===== config.mk =====
export PLATFORM = sky130hd
export DESIGN_NAME = hazard_unit
export DESIGN_NICKNAME = d
export VERILOG_FILES = /design/src/rtl/hazard_pkg.sv /design/src/rtl/hazard_cmp.sv /design/src/rtl/hazard_unit.sv
export SDC_FILE = /design/constraint.sdc
export NUM_CORES = 1
export LEC_CHECK = 0
export ABC_AREA = 1
export BUFFER_PORTS_ARGS = -buffer_cell sky130_fd_sc_hd__buf_2
export CAP_MARGIN = 0
export CELL_PAD_IN_SITES_DETAIL_PLACEMENT = 1
export CELL_PAD_IN_SITES_GLOBAL_PLACEMENT = 1
export CORE_MARGIN = 1.5
export CORE_UTILIZATION = 42
export DETAILED_ROUTE_END_ITERATION = 16
export PLACE_DENSITY_LB_ADDON = 0.05
export SETUP_SLACK_MARGIN = 0.4
export SLEW_MARGIN = 20
export SYNTH_ARGS = -nofsm -noshare
export SYNTH_HDL_FRONTEND = slang
export SYNTH_SLANG_ARGS = --single-unit

===== constraint.sdc =====
create_clock -name clock -period 3.55 [get_ports clock]
set_clock_uncertainty 0.1 [all_clocks]
set_input_delay 0.355 -clock clock [delete_from_list [all_inputs] [get_ports clock]]
set_output_delay 0.355 -clock clock [all_outputs]
set_load 0.02 [all_outputs]

===== src/rtl/hazard_pkg.sv =====
// Shared types and constants for the hazard unit and its match comparator.
// Entry rd is stored at REG_AW_MAX bits; narrower register files zero-extend into it.
package hazard_pkg;

    localparam int unsigned REG_AW_MAX = 8;

    // fwd_*_sel value selecting the register file (no bypass)
    localparam int unsigned FWD_RF = 0;

    localparam int unsigned FLUSH_IFID = 0;
    localparam int unsigned FLUSH_IDEX = 1;

    typedef struct packed {
        logic                  valid;
        logic [REG_AW_MAX-1:0] rd;
        logic                  wr_en;
        logic                  is_load;
    } entry_t;

    localparam entry_t ENTRY_BUBBLE = '0;

endpackage


===== src/rtl/hazard_cmp.sv =====
// Compares one decode source register against one in-flight producer entry.
// Register 0 is hard-wired and never reported as a dependency.
module hazard_cmp
    import hazard_pkg::*;
#(
    parameter int unsigned REG_AW = 5
) (
    input  logic              uses,
    input  logic [REG_AW-1:0] src,
    input  entry_t            ent,
    output logic              match
);

    logic [REG_AW_MAX-1:0] src_ext;

    assign src_ext = REG_AW_MAX'(src);

    always_comb begin
        match = uses && ent.valid && ent.wr_en && (ent.rd == src_ext) && (src != '0);
    end

endmodule


===== src/rtl/hazard_unit.sv =====
// Pipeline hazard unit: tracks EX..WB producers, raises stall/flush and picks bypass sources.
// Define HAZARD_UNIT_FORWARDING_EN for bypassing (load-use stall only); else stall on any RAW.
module hazard_unit
    import hazard_pkg::*;
#(
    parameter int unsigned  REG_AW = 5,
    parameter int unsigned  DEPTH  = 3,
    parameter int unsigned  CNT_W  = 16,
    localparam int unsigned SEL_W  = $clog2(DEPTH + 1)
) (
    input  logic              clock,
    input  logic              reset,
    input  logic              id_valid,
    input  logic [REG_AW-1:0] id_rs,
    input  logic [REG_AW-1:0] id_rt,
    input  logic              id_uses_rs,
    input  logic              id_uses_rt,
    input  logic [REG_AW-1:0] id_rd,
    input  logic              id_wr_en,
    input  logic              id_is_load,
    input  logic              redirect,
    output logic              stall,
    output logic [1:0]        flush,
    output logic [SEL_W-1:0]  fwd_rs_sel,
    output logic [SEL_W-1:0]  fwd_rt_sel,
    output logic [CNT_W-1:0]  stall_cnt,
    output logic [CNT_W-1:0]  flush_cnt
);

    entry_t           ent_q [DEPTH];
    entry_t           ent_new;
    logic [DEPTH-1:0] rs_match;
    logic [DEPTH-1:0] rt_match;
    logic             hazard;
    logic             issue;
    logic [CNT_W-1:0] stall_cnt_q;
    logic [CNT_W-1:0] flush_cnt_q;
    logic             unused_load;

    for (genvar k = 0; k < DEPTH; k++) begin : g_cmp
        hazard_cmp #(
            .REG_AW (REG_AW)
        ) u_cmp_rs (
            .uses  (id_uses_rs),
            .src   (id_rs),
            .ent   (ent_q[k]),
            .match (rs_match[k])
        );

        hazard_cmp #(
            .REG_AW (REG_AW)
        ) u_cmp_rt (
            .uses  (id_uses_rt),
            .src   (id_rt),
            .ent   (ent_q[k]),
            .match (rt_match[k])
        );
    end

`ifdef HAZARD_UNIT_FORWARDING_EN
    // Only a load in EX cannot be bypassed in time; everything else forwards.
    always_comb begin
        hazard = id_valid && ent_q[0].is_load && (rs_match[0] || rt_match[0]);
    end

    // Scan oldest to youngest so the youngest producer overwrites the selection.
    always_comb begin
        fwd_rs_sel = SEL_W'(FWD_RF);
        fwd_rt_sel = SEL_W'(FWD_RF);
        for (int k = int'(DEPTH) - 1; k >= 0; k--) begin
            if (rs_match[k]) begin
                fwd_rs_sel = SEL_W'(k + 1);
            end
            if (rt_match[k]) begin
                fwd_rt_sel = SEL_W'(k + 1);
            end
        end
    end
`else
    always_comb begin
        hazard = id_valid && ((|rs_match) || (|rt_match));
    end

    always_comb begin
        fwd_rs_sel = SEL_W'(FWD_RF);
        fwd_rt_sel = SEL_W'(FWD_RF);
    end
`endif

    // Redirect wins over stall; reset drops stall without waiting for entries to clear.
    always_comb begin
        stall = hazard && !redirect && !reset;
    end

    always_comb begin
        flush             = '0;
        flush[FLUSH_IFID] = redirect;
        flush[FLUSH_IDEX] = redirect;
    end

    always_comb begin
        issue   = id_valid && !stall && !redirect;
        ent_new = ENTRY_BUBBLE;
        if (issue) begin
            ent_new.valid   = 1'b1;
            ent_new.rd      = REG_AW_MAX'(id_rd);
            ent_new.wr_en   = id_wr_en;
            ent_new.is_load = id_is_load;
        end
    end

    always_ff @(posedge clock or posedge reset) begin
        if (reset) begin
            for (int k = 0; k < int'(DEPTH); k++) begin
                ent_q[k] <= ENTRY_BUBBLE;
            end
        end else begin
            ent_q[0] <= ent_new;
            for (int k = 1; k < int'(DEPTH); k++) begin
                ent_q[k] <= ent_q[k-1];
            end
        end
    end

    always_ff @(posedge clock or posedge reset) begin
        if (reset) begin
            stall_cnt_q <= '0;
            flush_cnt_q <= '0;
        end else begin
            if (stall && (stall_cnt_q != '1)) begin
                stall_cnt_q <= stall_cnt_q + CNT_W'(1);
            end
            if (redirect && (flush_cnt_q != '1)) begin
                flush_cnt_q <= flush_cnt_q + CNT_W'(1);
            end
        end
    end

    assign stall_cnt = stall_cnt_q;
    assign flush_cnt = flush_cnt_q;

    // is_load of older entries only travels down the pipe; fold it so it is visibly consumed.
    always_comb begin
        unused_load = 1'b0;
        for (int k = 0; k < int'(DEPTH); k++) begin
            unused_load = unused_load ^ ent_q[k].is_load;
        end
    end

endmodule

-- Yosys cells after proc, flatten, opt, wreduce, memory -nomap -nowiden
Cells that the tools add are included.
- add/sub/neg operators: 2
- equal/unequal tests: 8
- multiplexer cells: 1
- reduce and logical (&&, ||, !) cells: 39
- operator list (kind ; count):
    $eq 8x5->1 ; 6
    $add 16x1->16 const B ; 2
    $ne 16x16->1 const B ; 2
    $logic_and 1x1->1 ; 31
    $mux 11 ; 1
    $reduce_bool 5->1 ; 2
    $reduce_or 3->1 ; 2
    $logic_not 1->1 ; 3
    $logic_or 1x1->1 ; 1
- bits in registers: 62
- input bits: 23

-- Logic depth before layout (Yosys ltp)
Gate-level depths: netlist (run 1).
- word-level depth: 13
- mapped depth: 12

-- Hierarchy
Synthesis (run 1) repeated with hierarchy kept, for this count alone.
- cells, all modules: 559
- area total of the unflattened synthesis: 3652.3 um^2
- by module, submodules not included (module ; times used ; cells an instance ; area each (um^2)):
    hazard_unit ; 1 ; 349 ; 2819.0
    hazard_cmp ; 6 ; 35 ; 138.9

-- Worst setup path after synthesis (run 1)
No wires, ideal clock.
- path kind: register to register
- from: register flush_cnt_q[0] (netlist: flush_cnt[0])
- to: register flush_cnt_q[11] (netlist: flush_cnt[11])
- library setup time: 0.132 ns
- arrival: 1.614 ns
- required time: 3.318 ns
- setup slack: 1.703 ns
- cell stages (with the launch flop): 11
- path buffers: 1
- clock period less this slack: 1.847 ns
- path through: dfrtp_1 ha_1 inv_1 nor3_2 nand2_1 inv_1 nand3_1 nand2_1 buf_4 nor3_1 xor2_1
- cells in the longest elaborated chain, start to end: 2
- elaborated cells on any way between the ends: 3
- classes of those cells: 1 x add/sub; 1 x eq/ne; 1 x reduce/logical
- ends and longest elaborated chain (what ; line ; text):
    start, declared ; hazard_unit.sv:37 ; logic [CNT_W-1:0] flush_cnt_q;
    start signal, assigned ; hazard_unit.sv:134 ; flush_cnt_q <= flush_cnt_q + CNT_W'(1);
    parallel branches: the longest is 2 deep, another holds $add 16x1->16 ; n/a ;
Parallel ways; which one is timed is not known.
A chain may end at the register's enable or synchronous reset.

-- Final worst setup path (run 1)
- from: register ent_q[15] in the netlist's numbering
- to: output stall
- cells in the longest elaborated chain, start to end: 8
- elaborated cells on any way between the ends: 12
- classes of those cells: 2 x eq/ne; 10 x reduce/logical
- ends and longest elaborated chain (what ; line ; text):
    start, declared ; hazard_unit.sv:30 ; entry_t ent_q [DEPTH];
    start signal, assigned by index ; hazard_unit.sv:120 ; ent_q[k] <= ent_q[k-1];
    $eq 8x5->1 ; hazard_cmp.sv:19 ; match = uses && ent.valid && ent.wr_en && (ent.rd == src_ext) && (src != '0);
    $logic_and 1x1->1 (2 in a row) ; hazard_cmp.sv:19 ;
    $reduce_or 3->1 ; hazard_unit.sv:81 ; hazard = id_valid && ((|rs_match) || (|rt_match));
    $logic_or 1x1->1 (*) ; hazard_unit.sv:81 ;
    $logic_and 1x1->1 (*) ; hazard_unit.sv:81 ;
    $logic_and 1x1->1 (*) (2 in a row) ; hazard_unit.sv:92 ; stall = hazard && !redirect && !reset;
    end, declared ; hazard_unit.sv:22 ; output logic stall,
Mark *: on every way between the ends. The rest lies on a longest branch, timed or not.

==> results of run 1 <==
-- cells in the mapped netlist --
library cell | count | share of area (%)
nor3_2 | 1 | 0.33
inv_2 | 7 | 0.86
buf_4 | 8 | 2.0
nor2_1 | 36 | 4.4
nand4_1 | 19 | 3.9
nand4_4 | 1 | 0.69
nand3_1 | 30 | 4.9
nand3_4 | 1 | 0.57
clkbuf_1 | 1 | 0.12
nor4_1 | 1 | 0.20
buf_2 | 1 | 0.16
o21ai_0 | 3 | 0.49
ha_1 | 2 | 0.82
inv_1 | 47 | 5.8
nand2_2 | 1 | 0.20
a21oi_1 | 5 | 0.82
conb_1 | 1 | 0.12
or2_2 | 1 | 0.20
nor2_2 | 2 | 0.41
xor2_1 | 18 | 5.1
nor3_1 | 10 | 1.6
nand2_1 | 156 | 19
nor2_4 | 1 | 0.37
buf_6 | 1 | 0.37
xnor2_1 | 10 | 2.9
nand2_4 | 1 | 0.37
dfrtp_1 | 53 | 43
-- worst min-delay path by stage --
stage | slack [ns] | cells past startpoint | start | to
after floorplan | 0.27 | 0 | ent_q[32] | ent_q[21]
after global placement | 0.28 | 0 | ent_q[32] | ent_q[21]
after detailed placement | 0.29 | 0 | ent_q[32] | ent_q[21]
after CTS | 0.09 | 2 | reset | stall_cnt[2]
after global routing | 0.13 | 2 | reset | stall_cnt[14]
final | 0.07 | 2 | reset | stall_cnt[2]
-- cells by family (layout without fill, tap and decap cells) --
| group | after synthesis | in the layout | share of synthesized area [%] |
|---|---|---|---|
| other | 1 | 4 | 0.122 |
| AOI/OAI and AO/OA | 8 | 8 | 1.31 |
| and+or+nand+nor | 261 | 261 | 37.3 |
| adders and majority gates | 2 | 2 | 0.816 |
| buffers and inverters | 65 | 120 | 9.22 |
| xor gates and xnor gates | 28 | 28 | 8.00 |
| DFF | 53 | 53 | 43.3 |
-- sequential cells by signal (all words and copies together) (netlist names) --
name and flops:
stall_cnt 16, flush_cnt 16, ent_q 21
-- report_power, final --
part / internal, mW / switching (mW) / leakage [nW]
combinational: 0.0836 / 0.161 / 1.16
sequential: 0.648 / 0.0549 / 0.707
clock: 0.140 / 0.201 / 0.0385
-- stage by stage --
stage                     power [mW]  setup slack [ns]
after CTS                       1.31              1.16
after floorplan                0.867              1.70
after global routing            1.36             0.950
final                           1.29              1.18
after global placement         0.950              1.34
after detailed placement       0.961              1.30
-- worst max-delay path, stage by stage (launching register included) --
cell	delay, ns
dfrtp_1	0.40
inv_1	0.07
nand2_1	0.06
nand2_1	0.05
nor2_1	0.16
nand3_1	0.11
nand3_1	0.10
nand2_1	0.08
nand2_4	0.20
nand2_1	0.10
inv_1	0.10
buf_2	0.17
-- layer usage --
layer	part of all wire (%)	routed length, um
met1	45	3490
met2	51	3950
met3	2.6	205
met4	2.2	172
met5	0	0
-- area by class of cell --
type,count,area (um^2),share of cell area [%]
Tap cell,96,120,3.44
Timing Repair Buffer,58,295,8.45
Inverter,54,203,5.80
Clock inverter,1,7.51,0.215
Clock buffer,7,76.3,2.18
Sequential cell,53,1330,37.9
Multi-Input combinational cell,303,1470,42.0
==> impl_metrics.toml, run 1 <==
[power_and_ir_drop]
powerDensity_nw_per_um2 = 369
power_leakage_nw = 1.91
vdd.ir_drop.worst_v = 0.000289

[clocking]
htree_levels = 2
ctsHoldBuffers = 0
cts.clk_slew.worst_paths_ns = 0.09
insertion_delay_ns = 0.31
ctsResizeCount = 0
cts-root-buf = "clkbuf_8"
post_cts_buffers = 0
cts_sinks = 53
clock_path_buffers = 2
tritoncts = "yes"
cts_inserted_buffers = 5

[synth]
synth_cell_types = 27
syn_area_um2 = 3070
seq_area_frac_synth_pct = 43.3
synthesis.instances = 418
avgSynthCellArea_um2 = 7.33
yosys_register_bits = 53
yosys_warnings = 0

[route]
post_drt_wl_per_cell_um = 13.7
vias = 2864
antenna_left = 0
first_pass_iters = 4
drt_iter0_markers = 134
drt_wl_total_um = 7820
drcViolationCount = 0
viasPerCell = 5.01

[timing]
setup_viol = 0
fin_crit_sh_pct = 66.9
max_freq_mhz = 421
finalHoldViolCount = 0
finalSetupTns_ns = 0
relSlewSlack_pct = 53.7
rsz0062_at_grt = "no"
tightest_slew_ns = 0.693
fin_crit_ns = 2.37
holdWs_ns = 0.0724
slew_violations = 0

[floorplanning]
rows = 30
initial_core_util_pct = 44.4
io_pins = 62
core_area_um2 = 6910
die_h_um = 88.4
dieWidth_um = 88.4
die-area_um2 = 7820

[layout]
syn2layout_area_growth_pct = 14.0
nFillCells = 953
final_common_cell = "nand2_1"
stdcell_count = 572
design_area_um2 = 3500
fin_util_pct = 50.6
diodes = 0
drive_gt1_share_pct = 17.0
final_cell_mix = "156 x nand2_1, 56 x buf_2, 53 x dfrtp_1"
fin_nets = 500

[place]
hpwl_um = 6120
gp_congestion = 0.814
place_inst = 564
port_buffers = 56
place_area_um2 = 3410

[worst_setup_path]
r2r_cells = 12
end_kind = "output port"
crit_fanout = 19
worstPathRequired_ns = 3.09
path_class = "flop to output port"
r2r-start = "flush_cnt[0]"
r2r_setup_slack_ns = 1.29
arrival_ns = 1.92
start_kind = "flop"
crit_start = "ent_q[15]"
r2r_end = "flush_cnt[10]"
endpoint = "stall"

[global_routing]
gr-total-overflow = 0
grtUsageMet1_pct = 25.1
grt_pass1_wl_um = 12900
first_global_vias = 2853
grt_usage_pct = 21.2
grt-busiest-layer = "met2"
grtUsageMet2_pct = 38.4
antenna_found_initial = 0
grt_max_degree = 32
met3_usage_pct = 3.64

[min_path]
hp-class = "input port to asynchronous set/reset pin"

[outcome]
run_status = "completed"

[run]
max-cap-violations = 0
Power figures use the tool's default switching activity.
==> inputs of run 2 (changes only) <==
--- a/config.mk
+++ b/config.mk
@@ -11,7 +11,7 @@
 export CELL_PAD_IN_SITES_DETAIL_PLACEMENT = 1
 export CELL_PAD_IN_SITES_GLOBAL_PLACEMENT = 1
 export CORE_MARGIN = 1.5
-export CORE_UTILIZATION = 42
+export CORE_UTILIZATION = 36
 export DETAILED_ROUTE_END_ITERATION = 16
 export PLACE_DENSITY_LB_ADDON = 0.05
 export SETUP_SLACK_MARGIN = 0.4
==> constraint.sdc (replaced) <==
create_clock -name clock -period 1.95 [get_ports clock]
set_clock_uncertainty 0.1 [all_clocks]
set_input_delay 0.195 -clock clock [delete_from_list [all_inputs] [get_ports clock]]
set_output_delay 0.195 -clock clock [all_outputs]
set_load 0.02 [all_outputs]
==> run 2 against run 1 <==
Compared with the run above:
- sequential power grew 81%
- worst hold slack better by 0.14 ns
- critical path depth down 1
- core utilization grew 3.0 points
- first-iteration DRC count is 38% lower
- final area up 26%
- die area up 16%
- clock power grew 98%
- via count grew 5.3%
- non-clock buffer count rose by 46
- critical endpoint unchanged
==> impl_metrics.toml, run 2 (same netlist as run 1, synthesis figures left out) <==
[floorplanning]
core_area_um2 = 8220
rows = 33
io_pins = 62
dieWidth_um = 95.3
die_h_um = 95.3
die-area_um2 = 9080
initial_core_util_pct = 37.3

[clocking]
insertion_delay_ns = 0.32
cts_sinks = 53
cts-root-buf = "clkbuf_8"
tritoncts = "yes"
cts_inserted_buffers = 5
clock_path_buffers = 2
cts.clk_slew.worst_paths_ns = 0.11
htree_levels = 2

[worst_setup_path]
arrival_ns = 1.60
r2r_end = "stall_cnt[7]"
crit_fanout = 4
path_class = "flop to output port"
r2r_cells = 12
r2r_setup_slack_ns = 0.10
worstPathRequired_ns = 1.65
r2r-start = "ent_q[17]"
end_kind = "output port"
start_kind = "flop"

[layout]
drive_gt1_share_pct = 41.1
final_common_cell = "nand2_1"
fin_nets = 547
fin_util_pct = 53.6
diodes = 0
syn2layout_area_growth_pct = 43.8
final_cell_mix = "125 x nand2_1, 54 x buf_2, 43 x dfrtp_1"
final-seq-area_um2 = 1340
top_register = "ent_q"
largest_reg_flops = 21
nFillCells = 1018
multi_input_area_um2 = 1890

[timing]
setup_viol = 0
finalHoldViolCount = 0
relSlewSlack_pct = 66.1
setup_ws_ns = 0.0511
rsz0062_at_grt = "yes"
max_freq_mhz = 527
slew_violations = 0
fin_crit_ns = 1.90
fin_crit_sh_pct = 97.4
tightest_slew_ns = 0.507

[global_routing]
grt_pass1_wl_um = 14700
antenna_found_initial = 0
grt_usage_pct = 21.2
grt_max_degree = 23
gr-total-overflow = 0
first_global_vias = 3138

[route]
drt_wl_total_um = 9740
first_pass_iters = 4
drt_iter0_markers = 83
post_drt_wl_per_cell_um = 15.5
antenna_left = 0
viasPerCell = 4.80
vias = 3017
drcViolationCount = 0

[min_path]
hold_depth = 5
holdPathEnd = "ent_q[26]"
hp-class = "input port to flop"
worstHoldStart = "id_valid"

[place]
gp_congestion = 0.834
hpwl_um = 6490
place_ws_ns = 0.138
port_buffers = 56

[power_and_ir_drop]
power_leakage_nw = 2.28
powerDensity_nw_per_um2 = 650
vdd.ir_drop.worst_v = 0.000306

[run]
max-cap-violations = 0

[outcome]
run_status = "completed"
## run 2: changes by cell type in the layout (fill, tap and decap cells not counted), sizes merged
cell	delta
dlygate4sd3	+7
clkinv	+1
buf	+39
inv	-2
nand3	+1
clkinvlp	+1
## run 2: worst max-delay path: stages (launching register included)
cell     delay [ns]
dfrtp_1        0.43
inv_1          0.09
nand2_1        0.07
a21oi_2        0.14
nand3_2        0.09
nand3_2        0.09
nand2_2        0.06
nand2_4        0.09
nand2_4        0.05
inv_2          0.08
buf_6          0.11
## run 2: power by group
part	switching (mW)	leakage (nW)	internal, mW
combinational	0.493	1.55	0.434
clock	0.384	0.0445	0.290
sequential	0.0733	0.693	1.19
## run 2: layout make-up
class,count,share of cell area (%)
clock buffers,7,1.96
multi-input cells,304,43.0
clock inverters,1,0.170
flip-flops and latches,53,30.4
well taps,105,2.98
repair buffers,104,16.5
inverters,54,5.03
## run 2: worst max-delay path by stage
stage	slack [ns]	endpoint	start	depth (start not counted)
5_1_grt	-0.05	stall	ent_q[15]	11
2_1_floorplan	0.31	stall_cnt[2]	stall_cnt[0]	9
3_3_place_gp	0.20	ent_q[23]	id_rt[2]	12
3_5_place_dp	0.14	ent_q[25]	ent_q[27]	11
6_report	0.05	stall	ent_q[17]	10
4_1_cts	0.04	stall	ent_q[26]	11
## run 2: repair_timing
item,CTS,global route
resized for setup,46,74
hold buffers,6,1
gates cloned,1,0
pin swaps,14,18
endpoints found under the hold margin,24,1
setup buffers,20,9
endpoints found under the setup margin,40,40
## run 2: stage by stage
| step | TNS [ns] | total power, mW | cells | area, um^2 | hold slack [ns] |
|---|---|---|---|---|---|
| 2_1_floorplan | 0 | 1.63 | 421 | 3160 | 0.156 |
| 3_3_place_gp | 0 | 1.79 | 583 | 3580 | 0.181 |
| 3_5_place_dp | 0 | 1.82 | 583 | 3580 | 0.187 |
| 4_1_cts | 0 | 2.70 | 618 | 4060 | 0.00225 |
| 5_1_grt | -0.0877 | 3.03 | 628 | 4410 | 0.218 |
| 6_report | 0 | 2.87 | 628 | 4410 | 0.212 |
## run 2: per-layer routing
layer	routed length (um)	global-route usage (%)	up-vias
li1	-	-	1510
met1	4210	25.2	1451
met2	5170	39.1	44
met3	226	3.35	12
met4	138	5.60	0
met5	0	0	-
==> inputs of run 3 (changes only) <==
--- a/config.mk
+++ b/config.mk
@@ -11,7 +11,7 @@
 export CELL_PAD_IN_SITES_DETAIL_PLACEMENT = 1
 export CELL_PAD_IN_SITES_GLOBAL_PLACEMENT = 1
 export CORE_MARGIN = 1.5
-export CORE_UTILIZATION = 36
+export CORE_UTILIZATION = 42
 export DETAILED_ROUTE_END_ITERATION = 16
 export PLACE_DENSITY_LB_ADDON = 0.05
 export SETUP_SLACK_MARGIN = 0.4
==> constraint.sdc (replaced) <==
create_clock -name clock -period 2.19 [get_ports clock]
set_clock_uncertainty 0.1 [all_clocks]
set_input_delay 0.219 -clock clock [delete_from_list [all_inputs] [get_ports clock]]
set_output_delay 0.219 -clock clock [all_outputs]
set_load 0.02 [all_outputs]
==> run 3 against run 2 <==
Compared with the run above:
- final cell count shrank 5.9%
- combinational power shrank 45%
- core utilization grew 2.2 points
- final area shrank 13%
- critical path depth is the same
- global-route usage grew 0.50 points
- highest routed layer unchanged
==> impl_metrics.toml, run 3 (same netlist as run 1, synthesis figures left out) <==
[power_and_ir_drop]
powerDensity_nw_per_um2 = 609
vdd.ir_drop.worst_v = 0.000288
power_leakage_nw = 2.06
p_total_mw = 2.35

[timing]
rsz0062_at_grt = "yes"
fin_crit_sh_pct = 85.4
finalHoldViolCount = 0
fin_crit_ns = 1.87
setup_viol = 0
slew_violations = 0
max_freq_mhz = 535
holdWs_ns = 0.0184
relSlewSlack_pct = 66.0
tightest_slew_ns = 0.506
finalSetupTns_ns = 0

[layout]
stdcell_count = 591
final-seq-area_um2 = 1330
design_area_um2 = 3850
final_cell_mix = "150 x nand2_1, 55 x buf_2, 47 x dfrtp_1"
drive_gt1_share_pct = 27.9
fin_nets = 519
largest_reg_flops = 21
nFillCells = 936
final_common_cell = "nand2_1"
syn2layout_area_growth_pct = 25.7
top_register = "ent_q"
multi_input_area_um2 = 1610
diodes = 0

[global_routing]
gr-total-overflow = 0
first_global_vias = 2958
grt_usage_pct = 21.7
antenna_found_initial = 0
grt_max_degree = 20
grt_pass1_wl_um = 13200

[worst_setup_path]
r2r_cells = 9
start_kind = "flop"
end_kind = "output port"
crit_start = "ent_q[28]"
r2r_setup_slack_ns = 0.32
arrival_ns = 1.55
crit_fanout = 4
path_class = "flop to output port"
r2r_end = "stall_cnt[2]"
cp_slowest_cell = "dfrtp_1"
critical-path-top-delay-family = "simple AND/OR/NAND/NOR gates"
path_cells = "inv_1, nand2_1, a21oi_2, nand3_2, nand3_2, nand2_2, nand2_4, nand2_4, inv_2, buf_6"
worstPathRequired_ns = 1.87
slowest_delay_ns = 0.42
r2r-start = "stall_cnt[0]"
endpoint = "stall"
path_buf_inv = 3
crit_cells = 10

[clocking]
cts_inserted_buffers = 5
tritoncts = "yes"
insertion_delay_ns = 0.31
cts_sinks = 53
clock_path_buffers = 2
cts-root-buf = "clkbuf_8"
cts.clk_slew.worst_paths_ns = 0.09
htree_levels = 2

[place]
gp_congestion = 0.809
place_inst = 568
place_area_um2 = 3450
port_buffers = 56
hpwl_um = 6090

[route]
vias = 2940
viasPerCell = 4.97
drt_wl_total_um = 8780
drt_iter0_markers = 124
drcViolationCount = 0
post_drt_wl_per_cell_um = 14.8
first_pass_iters = 4
antenna_left = 0

[floorplanning]
die-area_um2 = 7820
dieWidth_um = 88.4
rows = 30
core_area_um2 = 6910
initial_core_util_pct = 44.4
die_h_um = 88.4
io_pins = 62

[min_path]
hold_depth = 3
hp-class = "input port to flop"

[outcome]
run_status = "completed"

[run]
max-cap-violations = 0
run 3: how the worst min path moves through the flow:
stage,start,end,slack (ns)
floorplan,id_wr_en,ent_q[23],0.23
global route,id_rd[3],ent_q[27],0.01
finish,id_rd[3],ent_q[27],0.02
CTS,id_rd[1],ent_q[25],0.009
global placement,reset,flush_cnt[11],0.14
detailed placement,reset,flush_cnt[9],0.14
run 3: what timing repair did:
action	in CTS	in global routing
buffers inserted	5	7
pin swaps	11	18
gates resized for setup	16	33
gates cloned	0	2
hold buffers	1	0
endpoints found under the setup margin	38	38
endpoints found under the hold margin	15	0
run 3: final cells by class:
class,count,share of cell area [%]
clock buffers,7,2.24
clock inverters,1,0.779
inverters,54,5.32
multi-input cells,304,41.8
flip-flops and latches,53,34.6
well taps,96,3.12
repair buffers,76,12.1
run 3: stage by stage:
| step | util [%] | worst slack [ns] |
|---|---|---|
| floorplan | - | 0.428 |
| global placement | 49.9 | 0.239 |
| detailed placement | 49.9 | 0.193 |
| CTS | 52.8 | 0.266 |
| global route | 55.8 | 0.162 |
| finish | 55.8 | 0.319 |
run 3: power breakdown:
group          total, mW  internal [mW]  switching (mW)
logic              0.514          0.197           0.317
registers           1.14           1.06          0.0777
clock network      0.697          0.373           0.324
run 3: layer usage:
layer  track usage, %  wire length (um)  vias to the layer above
met2             39.9              4590                       64
met4             6.53               182                        0
met3             2.24               195                       18
li1                 -                 -                     1446
met5                0                 0                        -
met1             26.7              3810                     1412
run 3: tightest hold or removal path, delay by kind of cell:
family                 cells  cell delay, ns
AND/OR/NAND/NOR            1            0.04
buffers and inverters      2            0.13
